`config.mk`:
```
export PLATFORM = sky130hd
export DESIGN_NAME = instr_fetch
export DESIGN_NICKNAME = d
export VERILOG_FILES = /design/src/rtl/instr_fetch.sv
export SDC_FILE = /design/constraint.sdc
export NUM_CORES = 1
export LEC_CHECK = 0
export CAP_MARGIN = 20
export CELL_PAD_IN_SITES_DETAIL_PLACEMENT = 0
export CELL_PAD_IN_SITES_GLOBAL_PLACEMENT = 1
export CORE_MARGIN = 3
export CORE_UTILIZATION = 25
export CTS_CLUSTER_DIAMETER = 100
export DETAILED_ROUTE_END_ITERATION = 8
export MAX_ROUTING_LAYER = met4
export PLACE_DENSITY = 0.44
export REMOVE_ABC_BUFFERS = 1
export SLEW_MARGIN = 0
export SYNTH_ARGS = -nofsm -noshare
export SYNTH_HDL_FRONTEND = slang
export SYNTH_SLANG_ARGS = --single-unit
```
`constraint.sdc`:
```
create_clock -name clk -period 8.3 [get_ports clk]
set_clock_uncertainty 0.15 [all_clocks]
set_input_delay 0.83 -clock clk [delete_from_list [all_inputs] [get_ports clk]]
set_output_delay 0.83 -clock clk [all_outputs]
set_load 0.005 [all_outputs]
```
`src/rtl/instr_fetch.sv`:
```
// Instruction fetch: in-order request issue, response tag queue, decode FIFO.
// IFETCH_STATS_EN builds a delivered-instruction counter on fetch_count.
module instr_fetch #(
  parameter logic [31:0] RESET_PC = 32'h0000_0000,
  parameter int unsigned DEPTH    = 4
) (
  input  logic        clk,
  input  logic        rst_n,
  output logic        imem_req_valid,
  input  logic        imem_req_ready,
  output logic [31:0] imem_req_addr,
  input  logic        imem_rsp_valid,
  input  logic [31:0] imem_rsp_data,
  input  logic        redirect_valid,
  input  logic [31:0] redirect_pc,
  output logic        instr_valid,
  input  logic        instr_ready,
  output logic [31:0] instr,
  output logic [31:0] instr_pc,
  output logic [31:0] fetch_count
);

  localparam int PW = (DEPTH > 1) ? $clog2(DEPTH) : 1;
  localparam int CW = PW + 1;
  localparam int IW = CW + 1;

  typedef enum logic [1:0] {
    RESET_WAIT,
    FETCH,
    DRAIN
  } state_t;

  state_t        state;
  logic [31:0]   fetch_pc;
  logic [31:0]   fifo_data [DEPTH];
  logic [31:0]   fifo_pc   [DEPTH];
  logic [31:0]   tag_pc    [DEPTH];
  logic [PW-1:0] wr_ptr;
  logic [PW-1:0] rd_ptr;
  logic [PW-1:0] tag_wr;
  logic [PW-1:0] tag_rd;
  logic [CW-1:0] occ;
  logic [CW-1:0] outst;
  logic [CW-1:0] outst_nxt;
  logic [IW-1:0] inflight;
  logic          accept;
  logic          rsp_take;
  logic          redir;
  logic          push;
  logic          pop;
  logic          unused_pc_lsb;

  assign unused_pc_lsb = ^redirect_pc[1:0];

  // Room is reserved for every in-flight request so responses never overflow.
  assign inflight = {1'b0, outst} + {1'b0, occ};
  assign imem_req_valid = (state == FETCH) &&
                          (inflight < IW'(DEPTH));
  assign imem_req_addr = fetch_pc;

  assign accept   = imem_req_valid && imem_req_ready;
  assign rsp_take = imem_rsp_valid && (outst != '0) &&
                    (state != RESET_WAIT);
  assign redir    = redirect_valid && (state != RESET_WAIT);
  assign push     = rsp_take && (state == FETCH) && !redir;
  assign pop      = instr_valid && instr_ready && !redir;

  assign outst_nxt = outst + CW'(accept) - CW'(rsp_take);

  assign instr_valid = (occ != '0);
  assign instr       = instr_valid ? fifo_data[rd_ptr] : '0;
  assign instr_pc    = instr_valid ? fifo_pc[rd_ptr] : '0;

  always_ff @(posedge clk) begin
    if (accept)
      tag_pc[tag_wr] <= fetch_pc;
    if (push) begin
      fifo_data[wr_ptr] <= imem_rsp_data;
      fifo_pc[wr_ptr]   <= tag_pc[tag_rd];
    end
  end

  always_ff @(posedge clk) begin
    if (!rst_n) begin
      state    <= RESET_WAIT;
      fetch_pc <= RESET_PC;
      wr_ptr   <= '0;
      rd_ptr   <= '0;
      tag_wr   <= '0;
      tag_rd   <= '0;
      occ      <= '0;
      outst    <= '0;
    end else begin
      outst <= outst_nxt;
      if (accept)
        tag_wr <= tag_wr + PW'(1);
      if (rsp_take)
        tag_rd <= tag_rd + PW'(1);
      if (redir)
        fetch_pc <= {redirect_pc[31:2], 2'b00};
      else if (accept)
        fetch_pc <= fetch_pc + 32'd4;
      if (redir) begin
        wr_ptr <= '0;
        rd_ptr <= '0;
        occ    <= '0;
      end else begin
        if (push)
          wr_ptr <= wr_ptr + PW'(1);
        if (pop)
          rd_ptr <= rd_ptr + PW'(1);
        occ <= occ + CW'(push) - CW'(pop);
      end
      unique case (state)
        RESET_WAIT: state <= FETCH;
        FETCH: begin
          if (redir && (outst_nxt != '0))
            state <= DRAIN;
        end
        DRAIN: begin
          if (outst_nxt == '0)
            state <= FETCH;
        end
        default: state <= RESET_WAIT;
      endcase
    end
  end

`ifdef IFETCH_STATS_EN
  logic [31:0] cnt;

  always_ff @(posedge clk) begin
    if (!rst_n)
      cnt <= '0;
    else if (redir)
      cnt <= '0;
    else if (pop)
      cnt <= cnt + 32'd1;
  end

  assign fetch_count = cnt;
`else
  assign fetch_count = '0;
`endif

endmodule

```
### Yosys cells after proc, flatten, opt, wreduce, memory -nomap -nowiden

Memory sizes are Yosys's and may differ from the RTL's. A register that Yosys moved wholly into a read port is not among the register bits.
Cells that the tools add are included.

* memories: 3
* bits of input ports: 70
* RAM bits: 384
* bits in registers: 48
* output and inout port bits: 130
* word-level logic and storage cells: 65

Memories
* fifo_data: depth 4, bits a word 32, rd ports 1, clocked after memory_dff 1, write ports 1, RTL line 35 `logic [31:0] fifo_data [DEPTH];`
* fifo_pc: depth 4, bits a word 32, rd ports 1, clocked after memory_dff 1, write ports 1, RTL line 36 `logic [31:0] fifo_pc [DEPTH];`
* tag_pc: depth 4, bits a word 32, rd ports 1, clocked after memory_dff 1, write ports 1, RTL line 37 `logic [31:0] tag_pc [DEPTH];`

* eq/ne operators: 4
* bitwise operators: 1
* reductions and logical operators: 20
* multiplexer cells: 17
* add/sub/neg operators: 10
* $lt $le $gt $ge: 1

Operator list (number)
* $mux 32: 4
* $add 32x3->32 const B: 1
* $mux 2: 8
* $logic_and 1x1->1: 10
* $reduce_bool 3->1: 3
* $add 2x1->2 const B: 4
* $add 3x1->3: 2
* $pmux 2 s3: 1
* $sub 3x1->3: 2
* $add 3x3->4: 1
* $lt 4x3->1 const B: 1
* $mux 1: 4
* $reduce_bool 2->1: 2
* $logic_not 3->1: 1
* $eq 2x1->1 const B: 1
* $eq 2x2->1 const B: 1
* $logic_not 2->1: 1
* $ne 2x1->1 const B: 1
* $ne 2x2->1 const B: 1
* $reduce_and 2->1: 1
* $reduce_or 2->1: 1
* $logic_not 1->1: 1
* $not 1->1: 1

### Logic depth before layout (Yosys ltp)

* depth after elaboration: 10
* depth in mapped cells: 15
* mapped depth without buffers: 13

### Worst setup path after synthesis

OpenSTA, ideal clock, no wires.

* kind: in2reg
* from: in imem_rsp_valid
* to: mem fifo_data[0][0], enable pin
* setup time: 0.426 ns
* setup slack: 4.543 ns
* path buffers: 0
* data arrival time: 3.180 ns
* data required time: 7.724 ns
* cell stages on the path: 3
* path through: o21ai_0 -> nor4_1 -> and2_1

* word-level cells in the longest chain between the ends: 6

Ends and longest elaborated chain
* start, declared: RTL line 12 `input logic imem_rsp_valid,`
* $logic_and 1x1->1 (2 in a row): RTL line 62 `assign rsp_take = imem_rsp_valid && (outst != '0) &&`
* $logic_and 1x1->1 (2 in a row): RTL line 65 `assign push = rsp_take && (state == FETCH) && !redir;`
* $mux 1: RTL line 77 `if (push) begin`
* $mux 1 (not written as such): RTL line 78 `fifo_data[wr_ptr] <= imem_rsp_data;`
* end, declared: RTL line 35

Every way passes these cells.

==> impl_metrics.py <==
metrics = {
    "status": {
        "status": "completed",
    },
    "drt": {
        "drtIter0Drc": 405,
        "drcViolationCount": 0,
        "via_per_inst": 4.43,
        "routed_wl_um": 42700,
        "antenna_left": 0,
        "wl_per_cell_um": 21.1,
        "drt_pre_antenna_iters": 4,
        "vias": 8957,
    },
    "floorplan": {
        "die_x_um": 265,
        "ioPinCount": 200,
        "die-area_sq_um": 70300,
        "rows": 94,
        "start_util": 0.254,
        "die_h_um": 265,
        "core_area_sq_um": 66100,
    },
    "worst_setup_path": {
        "critPathBufInv": 3,
        "criticalPathCategory": "reg2out",
        "crit_chain": "buf_12, buf_4, mux4_2, and2_1, clkdlybuf4s50_1",
        "critPathTopFamily": "buffers and inverters",
        "arrival_ps": 3350,
        "required_ps": 7320,
        "cp-start-kind": "register",
        "crit_slowest_cell": "dfxtp_4",
        "cp_slowest_stage_delay_ps": 670,
        "cp_max_fo": 23,
        "end_kind": "output port",
    },
    "cells_and_area": {
        "layout.nets": 1203,
        "syn_to_final_growth_pct": 25.8,
        "drive_gt1_frac": 0.174,
        "multi_input_area_sq_um": 4370,
        "n_fill_cell": 6507,
        "seq_area_sq_um": 12100,
        "instances_no_fill": 2024,
        "utilization": 0.319,
    },
    "placement": {
        "gp_congestion": 0.715,
        "place_inst": 1926,
        "placement.io_buffers": 161,
        "dp_hpwl_um": 25200,
        "pre_cts_ws_ps": 3640,
    },
    "clocking": {
        "clkSinkCount": 418,
        "cts_buffers": 50,
        "ctsResizeCount": 0,
        "clock_latency_ps": 590,
        "htree_levels": 2,
        "hold_buffers": 0,
        "cts_tree": "built",
        "cts_post_setup_buffers_inserted": 0,
        "root_buffer": "clkbuf_16",
        "clockBufferDepth": 3,
        "path_clk_slew_ps": 60,
    },
    "synth": {
        "synth_top_area_share": 0.659,
        "yosys_most_used_dff": "edfxtp_1",
        "synth_top_cell_by_area": "edfxtp_1",
        "yosys.cell_count.top_type": "edfxtp_1",
        "syn_area_per_cell_sq_um": 17.9,
        "synth-edff-count": 368,
        "synthArstFlopShare": 0,
        "ys_warn_count": 0,
        "synth_area_leaders": "edfxtp_1 (66%), mux4_2 (12%), dfxtp_1 (6.0%)",
        "synth_commonest_cells": "edfxtp_1 (368), mux4_2 (92), and2_1 (72), dfxtp_1 (50), clkbuf_1 (39)",
        "ys_types": 47,
        "ys_seq_elements": 418,
        "netlist_area_sq_um": 16800,
        "syn-instance-count": 935,
        "yosysSeqAreaShare": 0.718,
    },
    "grt": {
        "antenna_found_initial": 0,
        "track_usage": 0.126,
        "grt_max_degree": 60,
        "grt_pass1_vias": 9686,
        "grt_pass1_wl_um": 64200,
        "grt_overflow_total": 0,
    },
    "timing": {
        "period_minus_slack_ps": 4330,
        "timing_worst_slew_pin_value_ps": 1030,
        "hold_viol": 0,
        "rsz0062_at_grt": "no",
        "max_freq_mhz": 231,
        "timing.final.crit_share": 0.522,
        "setup_viol": 0,
        "slew_violations": 0,
        "slew_headroom": 0.310,
        "worst_slack_ps": 3970,
        "setup_tns_ps": 0,
    },
    "power": {
        "p_int_mw": 4.65,
        "p_leak_nw": 6.64,
        "power_frac_comb": 0.205,
        "powerDensity_nw_per_um2": 301,
        "ir_drop_v": 0.000121,
        "finalPower_mw": 6.35,
        "power_frac_clock": 0.361,
        "switching_share": 0.267,
        "p_switching_mw": 1.70,
        "seqPwrFrac": 0.434,
    },
    "job": {
        "cap_violations": 0,
    },
    "min_path": {
        "hp-class": "reg2reg",
    },
}
final timing paths:
kind / slack, ps / start / to / depth (start not counted)
min: 370 / tag_rd[1]$_SDFFE_PN0P_ / register / 2
max reg2reg: 4360 / occ[2]$_SDFF_PP0_ / state[0]$_SDFFE_PN0P_ / 13
max: 3970 / register / instr_pc[17] / 5
min reg2reg: 370 / tag_rd[1]$_SDFFE_PN0P_ / register / 2
stage by stage:
| stage | hold WS (ps) | cell area [sq um] |
|---|---|---|
| floorplan | 335 | 16400 |
| global placement | 354 | 19300 |
| detailed placement | 358 | 19300 |
| CTS | 371 | 21100 |
| global route | 387 | 21100 |
| finish | 366 | 21100 |
cell type report:
type / count / area share
flip-flops and latches: 418 / 0.571
multi-input cells: 453 / 0.207
repair buffers: 180 / 0.0856
clock buffers: 62 / 0.0648
well taps: 864 / 0.0512
clock inverters: 32 / 0.0177
inverters: 13 / 0.00231
diodes: 2 / 0.000237
flip-flops by register name, indices dropped and copies added (netlist names), named ones only:
name,cells
state,2
fifo_pc,120
occ,3
imem_req_addr,30
wr_ptr,2
fifo_data,128
tag_pc,120
tag_wr,2
rd_ptr,2
tag_rd,2
outst,3
cell families (layout without fill, tap and decap cells):
group / Yosys count / after routing / share of synthesized area
compound gates: 75 / 75 / 0.0275
xor+xnor: 13 / 13 / 0.00761
fa+ha+maj: 17 / 17 / 0.0136
buf+inv: 99 / 287 / 0.0307
flops: 418 / 418 / 0.718
mux: 96 / 96 / 0.126
other cells: 1 / 38 / 0.000224
simple gates: 216 / 216 / 0.0761
power groups by stage:
stage	registers, mW	logic, mW	clock network (mW)
final	2.76	1.30	2.29
after global routing	2.79	1.45	2.46
after CTS	2.78	1.34	2.38
after detailed placement	2.82	1.34	0
after global placement	2.82	1.33	0
after floorplan	2.76	0.618	0
worst register-to-register path, delay by kind of cell (launching register included):
kind,cells,cell delay [ps]
and+or+nand+nor,4,1640
AOI/OAI and AO/OA,1,150
xor gates and xnor gates,1,240
buffers and inverters,3,230
DFF,1,340
adders and majority gates,4,1160
metal layers:
layer / routed length (um) / track usage
met4: 909 / 0.0341
met3: 1830 / 0.0285
met2: 20200 / 0.199
met1: 19800 / 0.164
met5: 0 / -
cells in the final DEF, fill, tap and decap left out, types with 3 or more instances in the layout:
cell	Yosys	routed
clkinv_2	0	8
nor3_1	5	4
or3_1	14	13
nor2_1	26	26
a311oi_1	4	4
clkdlybuf4s50_1	0	161
a32oi_1	3	3
clkbuf_8	0	5
or4_1	11	11
ha_1	15	15
and3_1	11	11
clkinv_1	0	11
clkbuf_1	39	6
nand2b_1	3	3
and4_1	7	7
dfxtp_1	50	46
a21oi_1	5	5
mux2i_1	4	4
o21ai_0	36	35
xnor2_1	10	10
mux4_2	92	92
nand4_1	9	9
and2_4	0	4
inv_1	13	13
buf_4	36	16
bufinv_16	0	8
nand3_1	20	20
nand2_1	15	15
conb_1	1	36
nor4_1	12	12
and2_1	72	68
edfxtp_1	368	368
clkbuf_16	0	51
a211oi_1	9	9
o31ai_1	5	5
a31oi_1	8	8
No activity file was read; power rests on OpenSTA's default activity.
